<file path="config.mk">
export PLATFORM = sky130hd
export DESIGN_NAME = printf_line_arbiter
export DESIGN_NICKNAME = d
export VERILOG_FILES = /design/src/rtl/printf_line_arbiter.sv
export SDC_FILE = /design/constraint.sdc
export NUM_CORES = 1
export LEC_CHECK = 0
export BUFFER_PORTS_ARGS = -buffer_cell sky130_fd_sc_hd__clkbuf_2
export CAP_MARGIN = 20
export CORE_ASPECT_RATIO = 1.25
export CORE_UTILIZATION = 38
export CTS_BUF_LIST = sky130_fd_sc_hd__clkbuf_4
export CTS_CLUSTER_SIZE = 40
export DETAILED_ROUTE_END_ITERATION = 6
export HOLD_SLACK_MARGIN = 0.06
export PLACE_DENSITY_LB_ADDON = 0.12
export SYNTH_ARGS = -nofsm -noshare
export SYNTH_HDL_FRONTEND = slang
export SYNTH_SLANG_ARGS = --single-unit
export TNS_END_PERCENT = 10
</file>
<file path="constraint.sdc">
create_clock -name clk -period 2.68 [get_ports clk]
set_input_delay 0.402 -clock clk [delete_from_list [all_inputs] [get_ports clk]]
set_output_delay 0.402 -clock clk [all_outputs]
set_load 0.02 [all_outputs]
</file>
<file path="src/rtl/printf_line_arbiter.sv">
// Line-granular round-robin arbiter sharing one printf UART TX byte channel among NUM_REQ requesters.
// An owner keeps the channel until it sends LINE_END or stays silent for TIMEOUT_CYCLES.
module printf_line_arbiter #(
  parameter int                 NUM_REQ        = 4,
  parameter int                 BW_DATA        = 8,
  parameter logic [BW_DATA-1:0] LINE_END       = 8'h0A,
  parameter int                 TIMEOUT_CYCLES = 1024,
  localparam int GW = (NUM_REQ > 1) ? $clog2(NUM_REQ) : 1,
  localparam int TW = (TIMEOUT_CYCLES > 0) ? $clog2(TIMEOUT_CYCLES + 1) : 1
) (
  input  logic                       clk,
  input  logic                       rst,
  input  logic [NUM_REQ-1:0]         req_valid,
  input  logic [NUM_REQ*BW_DATA-1:0] req_data,
  output logic [NUM_REQ-1:0]         req_ready,
  output logic                       tx_valid,
  output logic [BW_DATA-1:0]         tx_data,
  input  logic                       tx_ready,
  output logic [GW-1:0]              grant_id,
  output logic                       busy
);

  typedef enum logic {IDLE = 1'b0, LOCKED = 1'b1} state_t;

  localparam logic [TW-1:0] TMO_LAST = TW'((TIMEOUT_CYCLES > 0) ? TIMEOUT_CYCLES - 1 : 0);

  state_t             state;
  logic [GW-1:0]      rr_ptr;
  logic [GW-1:0]      pick;
  logic [GW:0]        scan_idx;
  logic [TW-1:0]      tmo_cnt;
  logic               sel_valid;
  logic [BW_DATA-1:0] sel_data;
  logic               xfer;
  logic               line_done;
  logic               tmo_hit;
  logic               release_now;

  // Scan from the highest offset down so the requester closest to rr_ptr is the last writer and wins.
  always_comb begin
    // NOTE: every always_comb output gets a default first, otherwise a latch is inferred.
    pick     = rr_ptr;
    scan_idx = '0;
    for (int k = NUM_REQ - 1; k >= 0; k--) begin
      scan_idx = {1'b0, rr_ptr} + (GW+1)'(k);
      if (scan_idx >= (GW+1)'(NUM_REQ)) scan_idx = scan_idx - (GW+1)'(NUM_REQ);
      if (req_valid[scan_idx[GW-1:0]]) pick = scan_idx[GW-1:0];
    end
  end

  always_comb begin
    sel_valid = 1'b0;
    sel_data  = '0;
    for (int i = 0; i < NUM_REQ; i++) begin
      if (grant_id == GW'(i)) begin
        sel_valid = req_valid[i];
        sel_data  = req_data[i*BW_DATA +: BW_DATA];
      end
    end
  end

  // NOTE: the owner's path to the UART is deliberately combinational so a byte moves in the cycle tx_ready is seen.
  assign tx_valid = (state == LOCKED) && sel_valid;
  assign tx_data  = (state == LOCKED) ? sel_data : '0;

  always_comb begin
    req_ready = '0;
    for (int i = 0; i < NUM_REQ; i++) begin
      req_ready[i] = (state == LOCKED) && (grant_id == GW'(i)) && tx_ready;
    end
  end

  assign xfer        = tx_valid && tx_ready;
  assign line_done   = xfer && (tx_data == LINE_END);
  // Silence means the owner has nothing to send; a held byte under backpressure never counts.
  assign tmo_hit     = (TIMEOUT_CYCLES != 0) && (state == LOCKED) && !sel_valid && (tmo_cnt == TMO_LAST);
  assign release_now = line_done || tmo_hit;

  always_ff @(posedge clk or posedge rst) begin
    if (rst) begin
      state    <= IDLE;
      rr_ptr   <= '0;
      grant_id <= '0;
      tmo_cnt  <= '0;
      busy     <= 1'b0;
    end else begin
      // NOTE: sequential state uses non-blocking assignments so every register samples pre-edge values.
      case (state)
        IDLE: begin
          if (|req_valid) begin
            grant_id <= pick;
            tmo_cnt  <= '0;
            state    <= LOCKED;
            busy     <= 1'b1;
          end
        end
        LOCKED: begin
          if (release_now) begin
            state  <= IDLE;
            busy   <= 1'b0;
            rr_ptr <= (grant_id == GW'(NUM_REQ - 1)) ? '0 : grant_id + GW'(1);
          end
          if (xfer) begin
            tmo_cnt <= '0;
          end else if (!sel_valid && (tmo_cnt != '1)) begin
            tmo_cnt <= tmo_cnt + TW'(1);
          end
        end
      endcase
    end
  end

endmodule
</file>
==> results.md <==
* Top-count cell post-synth: nor2_1
* CP required at 2.86 ns
* RSZ-0062 raised after global routing: no
* Via count at 1448
* Count of state elements after synthesis at 17
* Die Y at 68.08 um
* Commonest cells post-synth: 20 x nor2_1, 17 x dfrtp_1, 11 x o21ai_0
* Max Clk Rate at 387.3 MHz
* Initial DRC count at 37
* Synthesized Nets at 201
* Status: finished, final reports clean
* Crit Path Class: reg2reg
* Clock skew at 0.0009278 ns
* Starting Density at 0.4047
* Worst-Skew Late Latency at 0.28 ns
* Die ar. at 3735 sq um
* Pre-CTS setup slack at 0.09735 ns
* Via density at 5.701
* Setup TNS at 0 ns
* Final wirelength at 3.819 mm
* Final period utilization at 0.9634
* Synthesized cell area at 1328 sq um
* Largest net degree at the start of global routing at 18
* Avg Synthesized Cell Area at 8.456 sq um
* R2R Path End: rr_ptr[1]
* Top FF cell, synth: dfrtp_1
* 1st-pass router iterations at 4
* Total Routing Usage GR at 0.2156
* Leak at 0.8659 nW
* # rows at 23
* Final ANT Viol Nets at 0
* Slew Viols, Final at 0
* Area Growth Syn to Fin at 32.23%
* HP Class: in2async
* Post-route worst setup slack at 0.09808 ns
* Cell variety after synth at 49
* H-Tree Depth at 1
* Crit Reg-Reg Startpoint: grant_id[0]
* Fraction of registers with async set/reset at 1.000
* CP Capture Type: register
* Slew headroom at 0.5650
* CTS Buf Count at 3
* First-pass GRT wire length at 5.761 mm
* Synth Instances at 157
* Antenna violations before repair at 0
* Root Driver: clkbuf_4
* Worst endpoint data arrival time at 2.76 ns
* Final core utilization at 0.5351
* Cell Chain, Critical Path: inv_4 -> ha_4 -> nor2b_2 -> a221o_1 -> a32o_2 -> or2_4 -> o41ai_4 -> mux2_4
* Hold Vio Cnt, Final at 0
* PortBufs at 54
* Final Critical Period at 2.582 ns
* N_diodes at 0
* Reg2reg path depth at 8
* Design Power at 1.869 mW
* Top post-synthesis cells by area: dfrtp_1 32%, nor2_1 5.7%, ha_1 4.7%
* Synth top area share at 0.3205
* Final nets at 262
* Final Setup Violations at 0
* R2R setup slack at 0.1 ns
* Yosys Warn Count at 0
* Drt wl/cell at 15.04 um
* Area of the core at 3281 sq um
* Number of remaining DRC errors at 0
* Max Root-Sink Buffers at 2
* Die Width at 54.87 um
* Hold WS at 0.1688 ns
* CP top delay family: compound AO/OA/AOI/OAI gates
* Clock slew at reported path FFs at 0.09 ns
* Slowest stage delay, CP at 0.46 ns
* Total grt overflow at 0
* Synth area leader: dfrtp_1
* Max VDD drop at 935.2 uV
* Worst Path Buf+Inv at 1
* Startpoint type of the worst setup path: register
* Slowest-stage cell, CP: dfrtp_2
* Placed wire-length estimate at 3.099 mm
* Max-cap check violation count at 0
* PwrDens at 1065 nW/um^2
* CTS tree: done
* Top Ports at 55
* Setup crit start: grant_id[0]
* Vias in the first global route at 1348
* Post-synthesis sequential area ratio at 0.3205
* Number of synthesized flops with an enable pin at 0
* CP max FO at 8
* Clock Sinks at 17
* Gpl congestion at 0.8884
* Share of layout cells above drive strength 1 at 0.4055
* Worst-margin pin slew at 0.6518 ns
-- cell usage in the layout, fill, tap and decap left out, drive strengths merged, types with 3 or more instances in the layout --
master  Yosys  final
o221ai      5      5
a22oi       5      5
dfrtp      17     17
nand2b      3      3
nand2       7      7
ha          5      5
nor3        4      4
nand3       7      7
nor2       20     20
nor2b       6      6
a21oi      10     10
inv        11     11
and3        7      7
clkbuf      1     58
o21ai      11     11
buf         4      7
-- area by class of cell --
cell class / instances / area [sq um]
Tap cell: 37 / 46.29
Inverter: 11 / 43.79
Clock buffer: 4 / 30.03
Fill cell: 348 / 1525
Multi-Input combinational cell: 124 / 884.6
Timing Repair Buffer: 61 / 322.8
Sequential cell: 17 / 427.9
-- stage by stage --
step | instances | area (sq um)
2_1_floorplan | 157 | 1336
3_3_place_gp | 250 | 1682
3_5_place_dp | 250 | 1682
4_1_cts | 254 | 1712
5_1_grt | 254 | 1755
6_report | 254 | 1755
-- worst max-delay path by stage --
stage	to	slack, ns	cells past startpoint
after global placement	rr_ptr[0]	0.18	9
after CTS	rr_ptr[1]	0.07	9
after detailed placement	rr_ptr[1]	0.1	9
after global routing	state	0.02	10
final	rr_ptr[1]	0.1	8
after floorplan	rr_ptr[0]	0.03	9
-- power breakdown --
group          switching [mW]  total [mW]  internal (mW)
combinational           0.796        1.33          0.533
sequential             0.0749       0.394          0.320
clock                  0.0776       0.146         0.0680
total                   0.949        1.87          0.920
-- layer usage --
| layer | track usage | up-vias | routed length, um |
|---|---|---|---|
| li1 | - | 708 | - |
| met1 | 0.2149 | 679 | 1492 |
| met2 | 0.4202 | 53 | 2067 |
| met3 | 0.01778 | 8 | 162 |
| met4 | 0.1090 | 0 | 97 |
| met5 | 0 | - | 0 |
-- repair_timing --
item / in CTS / in global routing
endpoints found under the setup margin: 0 / 2
setup buffers: 0 / 1
resized for setup: 0 / 13
hold buffers: 0 / 0
-- kinds of logic (layout without fill, tap and decap cells) --
| family | Yosys count | count (layout) | share of synthesized area |
|---|---|---|---|
| muxes | 3 | 3 | 0.02450 |
| DFF | 17 | 17 | 0.3205 |
| and+or+nand+nor | 65 | 65 | 0.2583 |
| adders and majority gates | 5 | 5 | 0.04713 |
| AOI/OAI and AO/OA | 49 | 49 | 0.2875 |
| buffers and inverters | 16 | 76 | 0.04901 |
| xor gates and xnor gates | 2 | 2 | 0.01320 |
-- worst register-to-register path, delay by kind of cell (launching register included) --
| kind | cells | cell delay, ns |
|---|---|---|
| muxes | 1 | 0.34 |
| DFF | 1 | 0.46 |
| adders and majority gates | 1 | 0.16 |
| buffers and inverters | 1 | 0.06 |
| and+or+nand+nor | 2 | 0.46 |
| AOI/OAI and AO/OA | 3 | 1.00 |
-- flip-flops by register name, summed over array words and instances, names as in the netlist --
| signal | cells |
|---|---|
| rr_ptr | 2 |
| grant_id | 2 |
| busy | 1 |
| state | 1 |
| tmo_cnt | 11 |
Note: power is estimated with default switching activity, not from simulation.
